## src/rtl/grid_mem_lines.sv

```systemverilog
// grid_mem_lines: playfield row RAM with zero-fill after reset and a line-clear compaction engine
module grid_mem_lines #(
  parameter int COLS   = 10,
  parameter int ROWS   = 24,
  parameter int ADDR_W = 5
) (
  input  logic              clk,
  input  logic              rst_n,
  input  logic [ADDR_W-1:0] addr_a,
  input  logic [COLS-1:0]   data_a,
  input  logic              we_a,
  output logic [COLS-1:0]   q_a,
  input  logic [ADDR_W-1:0] addr_b,
  output logic [COLS-1:0]   q_b,
  input  logic              clr_start,
  output logic              busy,
  output logic              done,
  output logic [ADDR_W:0]   lines_cleared
);
  localparam int PW = ADDR_W + 1;
  localparam logic [PW-1:0] TOP  = PW'(ROWS);
  localparam logic [PW-1:0] LAST = PW'(ROWS - 1);

  typedef enum logic [2:0] {INIT, IDLE, SCAN, FILL, DONE} state_t;

  state_t              state_q, state_d;
  logic [PW-1:0]       rd_q, rd_d, wr_q, wr_d, lc_q, lc_d;
  logic [COLS-1:0]     q_a_q, q_a_d, q_b_q, q_b_d;
  logic                busy_q, busy_d, done_q, done_d;
  logic [COLS-1:0]     mem [ROWS];
  logic                mem_we;
  logic [ADDR_W-1:0]   mem_wa;
  logic [COLS-1:0]     mem_wd;
  logic                a_ok, b_ok;

  assign a_ok = {1'b0, addr_a} < TOP;
  assign b_ok = {1'b0, addr_b} < TOP;

  // The engine reuses the port B read register as its scan pipeline stage.
  always_comb begin
    state_d = state_q;
    rd_d    = rd_q;
    wr_d    = wr_q;
    lc_d    = lc_q;
    q_a_d   = q_a_q;
    q_b_d   = q_b_q;
    mem_we  = 1'b0;
    mem_wa  = wr_q[ADDR_W-1:0];
    mem_wd  = '0;
    case (state_q)
      INIT: begin
        mem_we  = 1'b1;
        mem_wa  = rd_q[ADDR_W-1:0];
        rd_d    = rd_q + 1'b1;
        state_d = (rd_q == LAST) ? IDLE : INIT;
      end
      IDLE, DONE: begin
        mem_we  = we_a && a_ok;
        mem_wa  = addr_a;
        mem_wd  = data_a;
        q_a_d   = !a_ok ? '0 : we_a ? data_a : mem[addr_a];
        q_b_d   = b_ok ? mem[addr_b] : '0;
        state_d = IDLE;
        if (state_q == IDLE && clr_start) begin
          state_d = SCAN;
          rd_d    = '0;
          wr_d    = '0;
          lc_d    = '0;
        end
      end
      SCAN: begin
        rd_d = rd_q + 1'b1;
        if (rd_q < TOP) q_b_d = mem[rd_q[ADDR_W-1:0]];
        if (rd_q != '0) begin
          if (&q_b_q) lc_d = lc_q + 1'b1;
          else begin
            mem_we = 1'b1;
            mem_wd = q_b_q;
            wr_d   = wr_q + 1'b1;
          end
        end
        if (rd_q == TOP) state_d = (lc_d == '0) ? DONE : FILL;
      end
      FILL: begin
        mem_we  = 1'b1;
        wr_d    = wr_q + 1'b1;
        state_d = (wr_q == LAST) ? DONE : FILL;
      end
      default: state_d = IDLE;
    endcase
    busy_d = !(state_d == IDLE || state_d == DONE);
    done_d = state_d == DONE;
  end

  always_ff @(posedge clk or negedge rst_n) begin
    if (!rst_n) begin
      state_q <= INIT;
      rd_q    <= '0;
      wr_q    <= '0;
      lc_q    <= '0;
      q_a_q   <= '0;
      q_b_q   <= '0;
      busy_q  <= 1'b1;
      done_q  <= 1'b0;
    end else begin
      state_q <= state_d;
      rd_q    <= rd_d;
      wr_q    <= wr_d;
      lc_q    <= lc_d;
      q_a_q   <= q_a_d;
      q_b_q   <= q_b_d;
      busy_q  <= busy_d;
      done_q  <= done_d;
    end
  end

  always_ff @(posedge clk) begin
    if (mem_we) mem[mem_wa] <= mem_wd;
  end

  assign q_a           = q_a_q;
  assign q_b           = q_b_q;
  assign busy          = busy_q;
  assign done          = done_q;
  assign lines_cleared = lc_q;
endmodule

```

## config.mk

```make
export PLATFORM = sky130hd
export DESIGN_NAME = grid_mem_lines
export DESIGN_NICKNAME = d
export VERILOG_FILES = /design/src/rtl/grid_mem_lines.sv
export SDC_FILE = /design/constraint.sdc
export NUM_CORES = 1
export LEC_CHECK = 0
export BUFFER_PORTS_ARGS = -buffer_cell sky130_fd_sc_hd__buf_4
export CAP_MARGIN = 10
export CORE_ASPECT_RATIO = 0.9
export CORE_MARGIN = 4
export CORE_UTILIZATION = 63
export DETAILED_ROUTE_END_ITERATION = 10
export GPL_TIMING_DRIVEN = 0
export PLACE_DENSITY = 0.88
export SLEW_MARGIN = 20
export SYNTH_ARGS = -nofsm -noshare
export SYNTH_HDL_FRONTEND = slang
export SYNTH_SLANG_ARGS = --single-unit
```

## constraint.sdc

```tcl
create_clock -name clk -period 3.9 [get_ports clk]
set_clock_uncertainty 0.05 [all_clocks]
set_input_delay 0 -clock clk [delete_from_list [all_inputs] [get_ports clk]]
set_output_delay 0 -clock clk [all_outputs]
set_load 0.005 [all_outputs]
```

# Word level (Yosys, flattened, before mapping)
# Memories as Yosys holds them, arrays and structs flattened.
# Index checks and enable logic that the tools add are counted.
# W data, S select, Z words.
[totals]
latch_bits = 0
output_inout_bits = 28
word_cells = 75
romBits = 0
in_bits = 24
ram_bits = 240
register_bits = 43
n_memories = 1
[classes]
magnitude_cmp = 3
shifts = 0
n_eq_ne = 13
muxes = 29
reduce_logical = 18
div = 0
multipliers = 0
n_addsub = 3
bitwise_logic = 0
[mem_list]
columns = ["name", "depth", "width", "read_ports", "rd_ports_with_merged_regs", "wr", "line_no", "text"]
rows = [
  ["mem", 24, 10, 3, 0, 1, "30", "logic [COLS-1:0] mem [ROWS];"],
]
[op_table]
columns = ["op", "n"]
rows = [
  ["$mux W10", 6],
  ["$pmux W10 S2", 2],
  ["$mux W6", 6],
  ["$pmux W6 S2", 2],
  ["$add A6 B1 Y6 const B", 3],
  ["$eq A6 B5 Y1 const B", 3],
  ["$pmux W6 S3", 1],
  ["$pmux W3 S4", 1],
  ["$lt A5 B5 Y1 const B", 2],
  ["$pmux W5 S2", 1],
  ["$reduce_and A10 Y1", 1],
  ["$mux W3", 3],
  ["$ne A2 B2 Y1 const B", 4],
  ["$eq A3 B1 Y1 const B", 2],
  ["$eq A3 B2 Y1 const B", 2],
  ["$eq A3 B3 Y1 const B", 2],
  ["$logic_not A6 Y1", 1],
  ["$lt A6 B5 Y1 const B", 1],
  ["$reduce_and A2 Y1", 3],
  ["$reduce_bool A6 Y1", 1],
  ["$reduce_or A2 Y1", 3],
  ["$mux W1", 5],
  ["$reduce_and A4 Y1", 1],
  ["$reduce_bool A2 Y1", 2],
  ["other kinds (7)", 8],
]

# Logic depth before layout (Yosys ltp)
# Gate-level depths: netlist of the first run.
[logic_depth]
ltp_word = 11
mapped_depth = 10
mapped_depth_nobuf = 8

# Least setup slack after synthesis of the first run
# OpenSTA, ideal clock, no wires.
[synth_timing]
path_type = "register to register"
from = "register rd_q[0]"
to = "memory mem[17][0] (enable)"
t_arrival_ns = 2.459
period_less_slack_ns = 2.885
path_stages_with_launch = 10
setup_ns = 0.376
path_buffers = 2
path_slack_ns = 1.015
t_required_ns = 3.474
cell_sequence = "dfrtp_1 -> buf_2 -> buf_1 -> inv_1 -> ha_1 -> nand3_1 -> a311oi_1 -> a211oi_1 -> nand2_1 -> nor2_1"
[synth_between]
elab_chain_cells = 5
word_cells_on_any_way = 6
cone_classes = "5 x mux; 1 x reduce/logical"
[synth_rtl]
columns = ["item", "line_no", "text"]
rows = [
  ["start, declared", "27", "logic [PW-1:0] rd_q, rd_d, wr_q, wr_d, lc_q, lc_d;"],
  ["start signal, assigned", "107", "rd_q <= rd_d;"],
  ["$reduce_bool A6 Y1", "74", "if (rd_q != '0) begin"],
  ["$mux W1", "74", ""],
  ["$pmux W1 S3", "50", "case (state_q)"],
  ["$mux W1", "118", "if (mem_we) mem[mem_wa] <= mem_wd;"],
  ["$mux W1 (implied by the code)", "118", ""],
  ["end, declared", "30", ""],
]
# Parallel ways exist; a longest one is shown, timed or not.

# Final worst setup path of the first run
[layout_timing]
from = "register rd_q[1]"
to = "memory mem[6][2] (data pin)"
[layout_between]
elab_chain_cells = 3
[layout_rtl]
columns = ["item", "line_no", "text"]
rows = [
  ["$reduce_bool A6 Y1", "74", ""],
  ["$mux W10", "74", ""],
  ["$pmux W10 S2", "50", ""],
  ["via mem_wd[2]", "33", "logic [COLS-1:0] mem_wd;"],
]
# The timed path passes the listed nets, and every way through them passes these cells.

==> results by group, run 1 <==
Run status
  • Status: finished, final reports clean

Yosys
  • Asr flop ratio synth: 15.2%
  • Syn. warnings: 0
  • Mapped Cells: 949
  • EDFF count, synth: 240
  • Seq/Total Area, Yosys: 52.4%
  • Syn nets: 977
  • Flops & latches, synth: 283
  • Synth Flop Type: edfxtp_1
  • Mapped Area: 15800 µm²
  • Synth cell types: 61
  • Synth Area per Inst: 16.7 µm²

Critical path
  • Crit path launch type: flip-flop
  • Critical Path, Cell by Cell: clkbuf_1, clkbuf_2, inv_1, ha_1, nand3_1, and3_1, clkbuf_1, a22o_1
  • CP required: 4.06 ns
  • Slowest CP cell: a22o_1
  • Buffers & Inverters on Critical Path: 4
  • CP dominant cell by count: clkbuf_1
  • Crit-path max cell delay: 1.00 ns
  • Largest delay contributor family on the critical path: buffers and inverters
  • Arr. time, crit path: 3.96 ns
  • Crit Path Class: reg2reg
  • Critical Path Fanout Max: 24
  • Worst setup EP type: flip-flop

GRT
  • First-pass GRT wire length: 71000 µm
  • Busiest grt layer: met2
  • Vias in the first global route: 10900
  • Met1 Track Usage GR: 46.3%
  • Total grt overflow: 0
  • Met3 Use GR: 11.8%
  • GRT Total Usage: 35.2%
  • Pin count of the biggest net entering global routing: 43
  • Antenna violations before repair: 1
  • Global Route met2 Usage: 54.9%

CTS
  • H-tree depth: 1
  • Clock Path Buffers: 3
  • Clk slew on worst S/H paths: 0.07 ns
  • TritonCTS buffer count: 29
  • Worst-Skew Late Latency: 0.58 ns
  • Clock Root Buffer: clkbuf_16
  • Clk sinks: 283
  • CTS tree: built

STA
  • RSZ-0062 raised after global routing: true
  • PnR worst setup slack: 0.0923 ns
  • Final hold violations: 0
  • Slew HR: 21.6%
  • Final setup TNS: 0 ns
  • Period utilization: 97.6%
  • Min Tclk post-route: 3.81 ns
  • Slew @ Worst Pin: 1.18 ns
  • # setup viols final: 0
  • Max Freq: 263 MHz
  • Max-slew violations: 0

Placement
  • Pre-CTS setup slack: -0.282 ns
  • Gpl congestion: 1.02
  • Post-detail-place hpwl: 31900 µm
  • Placed Cells: 1331
  • PortBufs: 46

Detailed routing
  • Drt pass-1 iters: 10
  • Vias per cell: 8.01
  • Initial DRC count: 2293
  • Drt wl/cell: 35.0 µm
  • Vias: 11300
  • Final ANT Viol Nets: 0
  • Drc violations: 0
  • Routed Wire Length: 49300 µm

Final layout
  • Commonest cells after routing, fill and taps aside: edfxtp_1, mux4_2, mux2i_1, nor2_1, buf_4
  • Ratio of cells with drive above 1 in the final layout: 30.6%
  • Most common cell after layout, fill and taps aside: edfxtp_1
  • Multi-input logic area: 7130 µm²
  • Fillers: 1407
  • Sequential cell area: 8280 µm²
  • Syn-to-layout area delta: 13.0%
  • Non-Filler Instances: 1409
  • Final net count: 1080

Worst hold path
  • Hold crit path type: in2reg

Floorplanning
  • Core area: 24500 µm²
  • Total die area: 27700 µm²
  • Row cnt: 54
  • Starting Density: 64.7%
  • Die width: 175 µm
  • # IOs: 52
  • Die height: 158 µm

Job
  • MaxCap Viol Count: 0

Pwr
  • PD cells: 783 nW/µm²
  • Leak: 6.15 nW
  • Worst ir drop on vdd: 0.000578 V
==> stage by stage <==
step	area, µm²	power [mW]	hold WS, ns	utilization, %
detailed placement	16600	10.7	-0.0287	67.8
global placement	16600	10.4	-0.0294	67.8
CTS	17700	13.4	0.000662	72.5
global route	17900	14.3	0.0628	73.1
floorplan	15800	8.57	-0.346	-
finish	17900	14.0	0.0637	73.1
==> layer usage <==
layer / up-vias / share of wire (%) / routed length [µm]
li1: 4221 / - / -
met1: 5576 / 32 / 15900
met2: 1200 / 45 / 22300
met3: 290 / 16 / 7690
met4: 2 / 6.7 / 3320
met5: - / 0.026 / 13
==> where the power goes <==
part | switching [mW] | internal [mW]
clock | 1.21 | 1.43
combinational | 3.99 | 2.22
sequential | 0.437 | 4.70
==> kinds of logic after synthesis <==
family	synth area share [%]
DFF	52.4
muxes	32.8
and+or+nand+nor	4.93
AOI/OAI and AO/OA	5.84
buffers and inverters	3.32
xor gates and xnor gates	0.443
adders and majority gates	0.316
==> area by class of cell <==
| cell class | count | share of cell area (%) |
|---|---|---|
| Antenna cell | 1 | 0.0140 |
| Buffer | 76 | 2.61 |
| Clock buffer | 34 | 4.16 |
| Clock inverter | 17 | 0.707 |
| Inverter | 15 | 0.315 |
| Multi-Input combinational cell | 574 | 39.9 |
| Sequential cell | 283 | 46.3 |
| Tap cell | 336 | 2.35 |
| Timing Repair Buffer | 73 | 3.58 |
==> synth_stat cells, types with 10 or more instances <==
library cell / number / area, µm²
edfxtp_1: 240 / 7210
mux4_2: 156 / 3510
nor2_1: 75 / 282
mux2i_1: 67 / 671
nand2_1: 44 / 165
dfrtp_1: 42 / 1050
clkbuf_1: 34 / 128
mux4_1: 33 / 867
a22o_1: 25 / 219
a21oi_1: 20 / 100
buf_2: 17 / 85.1
o21ai_0: 15 / 75.1
inv_1: 14 / 52.6
a211oi_1: 12 / 90.1
a2111oi_0: 11 / 96.3
a222oi_1: 10 / 100
a22oi_1: 10 / 75.1
mux2_2: 10 / 113
==> repair_timing <==
action,in CTS,in global routing
endpoints found under the setup margin,180,423
hold buffers,23,0
pin swaps,0,3
gates resized for setup,9,27
buffers inserted,0,4
endpoints found under the hold margin,70,0
==> flip-flops by register name (all words and copies together), names as in the netlist, 3 cells and up <==
signal         flops
lines_cleared      6
state_q            3
rd_q               6
wr_q               6
q_b               10
q_a               10
mem              240
==> path summary, 6_finish.rpt <==
check,start,to,slack (ns),depth (start not counted)
worst max register to register,rd_q[1]$_DFFE_PN0P_,mem[6][2]$_DFFE_PP_,0.09,8
min in group asynchronous,rst_n,busy$_DFF_PN1_,0.41,3
worst max-delay path,rd_q[1]$_DFFE_PN0P_,mem[6][2]$_DFFE_PP_,0.09,8
worst min-delay path,we_a,q_a[1]$_DFFE_PN0P_,0.06,4
max in group asynchronous,rst_n,q_a[6]$_DFFE_PN0P_,3.17,4
worst min register to register,wr_q[5]$_DFFE_PN0P_,wr_q[5]$_DFFE_PN0P_,0.51,2
==> worst min-delay path, cell delays in order <==
cell      delay, ns
buf_4          0.11
a211oi_2       0.11
a222oi_1       0.36
inv_1          0.07
No activity file was read; power rests on OpenSTA's default activity.
==> inputs of run 2 (changes only) <==
==> constraint.sdc (replaced) <==
create_clock -name clk -period 4.25 [get_ports clk]
set_clock_uncertainty 0.05 [all_clocks]
set_input_delay 0 -clock clk [delete_from_list [all_inputs] [get_ports clk]]
set_output_delay 0 -clock clk [all_outputs]
set_load 0.005 [all_outputs]
==> results by group, run 2 (synthesis results as in run 1) <==
Run status
  • Status: finished, violations left (was finished, final reports clean)
  • Failing checks: setup timing

Worst hold path
  • Worst Hold End: q_a[9]$_DFFE_PN0P_ (was q_a[1]$_DFFE_PN0P_)
  • Hold path startpoint: we_a (unchanged)
  • Hold crit path type: in2reg (unchanged)
  • Hold path depth: 4 (unchanged)

STA
  • PnR worst setup slack: -0.0763 ns (was 0.0923 ns)
  • Max-slew violations: 0 (unchanged)
  • Slew @ Worst Pin: 1.22 ns (was 1.18 ns)
  • Final setup TNS: -1.97 ns (was 0 ns)
  • Final hold violations: 0 (unchanged)
  • WHS: 0.0435 ns (was 0.0637 ns)
  • Slew HR: 18.3% (was 21.6%)
  • Min Tclk post-route: 4.33 ns (was 3.81 ns)
  • # setup viols final: 53 (was 0)
  • Max Freq: 231 MHz (was 263 MHz)
  • Period utilization: 102% (was 97.6%)
  • RSZ-0062 raised after global routing: true (unchanged)

GRT
  • Met3 Use GR: 11.3% (was 11.8%)
  • First-pass GRT wire length: 71200 µm (was 71000 µm)
  • Total grt overflow: 0 (unchanged)
  • Antenna violations before repair: 0 (was 1)
  • Busiest grt layer: met2 (unchanged)
  • Global Route met2 Usage: 54.9% (about the same)
  • Met1 Track Usage GR: 47.1% (was 46.3%)
  • Vias in the first global route: 10800 (was 10900)
  • Pin count of the biggest net entering global routing: 43 (unchanged)
  • GRT Total Usage: 35.3% (was 35.2%)

Detailed routing
  • Drt wl/cell: 34.6 µm (was 35.0 µm)
  • Final ANT Viol Nets: 0 (unchanged)
  • Routed Wire Length: 48700 µm (was 49300 µm)
  • Drc violations: 0 (unchanged)
  • Vias per cell: 7.94 (was 8.01)
  • Vias: 11200 (was 11300)
  • Initial DRC count: 2671 (was 2293)
  • Drt pass-1 iters: 8 (was 10)

Final layout
  • Ratio of cells with drive above 1 in the final layout: 28.8% (was 30.6%)
  • Fillers: 1440 (was 1407)
  • Final net count: 1077 (was 1080)
  • Commonest cells after routing, fill and taps aside: edfxtp_1, mux4_2, mux2i_1, nor2_1, buf_4 (unchanged)
  • Most common cell after layout, fill and taps aside: edfxtp_1 (unchanged)
  • Design area: 17700 µm² (was 17900 µm²)
  • Syn-to-layout area delta: 12.1% (was 13.0%)
  • Biggest register: mem (unchanged)
  • Largest register FFs: 240 (unchanged)

Critical path
  • Worst Reg-to-Reg Cells: 9 (was 8)
  • Crit Path Class: reg2reg (unchanged)
  • CP required: 4.38 ns (was 4.06 ns)
  • R2r endpoint: mem[5][6]$_DFFE_PP_ (was mem[6][2]$_DFFE_PP_)
  • Crit path launch type: flip-flop (unchanged)
  • Worst setup EP type: flip-flop (unchanged)
  • Critical Path Fanout Max: 10 (was 24)
  • FF-to-FF Start: rd_q[1]$_DFFE_PN0P_ (unchanged)
  • Arr. time, crit path: 4.46 ns (was 3.96 ns)
  • R2r setup slk: -0.08 ns (was 0.09 ns)

Pwr
  • PD cells: 714 nW/µm² (was 783 nW/µm²)
  • Worst ir drop on vdd: 0.000525 V (was 0.000578 V)
  • Leak: 6.12 nW (was 6.15 nW)
  • Power Total: 12.7 mW (was 14.0 mW)

Job
  • MaxCap Viol Count: 0 (unchanged)

Placement
  • Gpl congestion: 1.02 (unchanged)
  • Post-detail-place hpwl: 31900 µm (unchanged)
  • Placement Cell Area: 16600 µm² (unchanged)
  • Pre-CTS setup slack: 0.0681 ns (was -0.282 ns)
  • PortBufs: 46 (unchanged)

CTS
  • Worst-Skew Late Latency: 0.58 ns (about the same)
  • Clock Root Buffer: clkbuf_16 (unchanged)
  • TritonCTS buffer count: 29 (unchanged)
  • H-tree depth: 1 (unchanged)
  • Post-CTS setup buffer count: 0 (unchanged)
  • CTS tree: built (unchanged)
  • Clk sinks: 283 (unchanged)
  • Clk slew on worst S/H paths: 0.07 ns (about the same)
  • Clock Path Buffers: 3 (unchanged)

Floorplanning
  • Row cnt: 54 (unchanged)
  • # IOs: 52 (unchanged)
  • Starting Density: 64.7% (unchanged)
  • Total die area: 27700 µm² (unchanged)
  • Die width: 175 µm (unchanged)
  • Die height: 158 µm (unchanged)
  • Core area: 24500 µm² (unchanged)
-- run 2: changes by cell type in the layout (fill, tap and decap cells not counted) --
cell      previous run  this run
a22o_1              20        23
a22o_2               5         2
buf_1                7         9
buf_12               3         1
buf_4               48        46
clkbuf_2             1         0
nand2_1             42        44
nand2_2              2         0
nor2_1              55        65
nor2_2               9        11
nor2_4              12         0
-- run 2: layout make-up --
| type | instances | area, µm² | area share (%) |
|---|---|---|---|
| Buffer | 77 | 469 | 2.65 |
| Tap cell | 336 | 420 | 2.37 |
| Clock inverter | 17 | 126 | 0.713 |
| Inverter | 15 | 56.3 | 0.318 |
| Timing Repair Buffer | 69 | 586 | 3.30 |
| Antenna cell | 1 | 2.50 | 0.0141 |
| Clock buffer | 34 | 744 | 4.20 |
| Sequential cell | 283 | 8280 | 46.7 |
| Multi-Input combinational cell | 574 | 7040 | 39.7 |
-- run 2: stage by stage --
stage          instances  util [%]
2_1_floorplan        949         -
3_3_place_gp        1331      67.8
3_5_place_dp        1331      67.8
4_1_cts             1405      72.4
5_1_grt             1405      72.5
6_report            1406      72.5
-- run 2: worst max-delay path: stages (launching register included) --
cell and delay, ns:
dfrtp_1 0.35, clkbuf_1 0.48, buf_1 0.62, inv_1 0.14, ha_1 0.26, nand3_1 0.14
a311oi_1 0.19, a211oi_1 0.34, nand2_1 0.38, nor2_1 0.97
-- run 2: worst max path at each step --
stage	slack (ns)	end	start
floorplan	1.36	mem[17][0]$_DFFE_PP_	rd_q[0]$_DFFE_PN0P_
global placement	0.25	mem[8][4]$_DFFE_PP_	rd_q[1]$_DFFE_PN0P_
global route	-0.33	mem[9][7]$_DFFE_PP_	rd_q[1]$_DFFE_PN0P_
finish	-0.08	mem[5][6]$_DFFE_PP_	rd_q[1]$_DFFE_PN0P_
CTS	0.04	mem[8][7]$_DFFE_PP_	rd_q[1]$_DFFE_PN0P_
detailed placement	0.07	mem[4][4]$_DFFE_PP_	rd_q[1]$_DFFE_PN0P_
-- run 2: report_power, final --
| group | switching (mW) | internal (mW) |
|---|---|---|
| registers | 0.397 | 4.33 |
| logic | 3.53 | 1.98 |
| clock network | 1.11 | 1.31 |
-- run 2: routing by layer --
metal  vias up  share of wire (%)
met1      5486                 32
li1       4230                  -
met4         0                6.3
met5         -                  0
met2      1189                 45
met3       262                 16
-- run 2: timing repair --
| item | 4_1_cts | 5_1_grt |
|---|---|---|
| gates resized for setup | 0 | 6 |
| hold endpoints to repair | 70 | 0 |
| hold buffers | 23 | 0 |
| setup endpoints to repair | 0 | 134 |
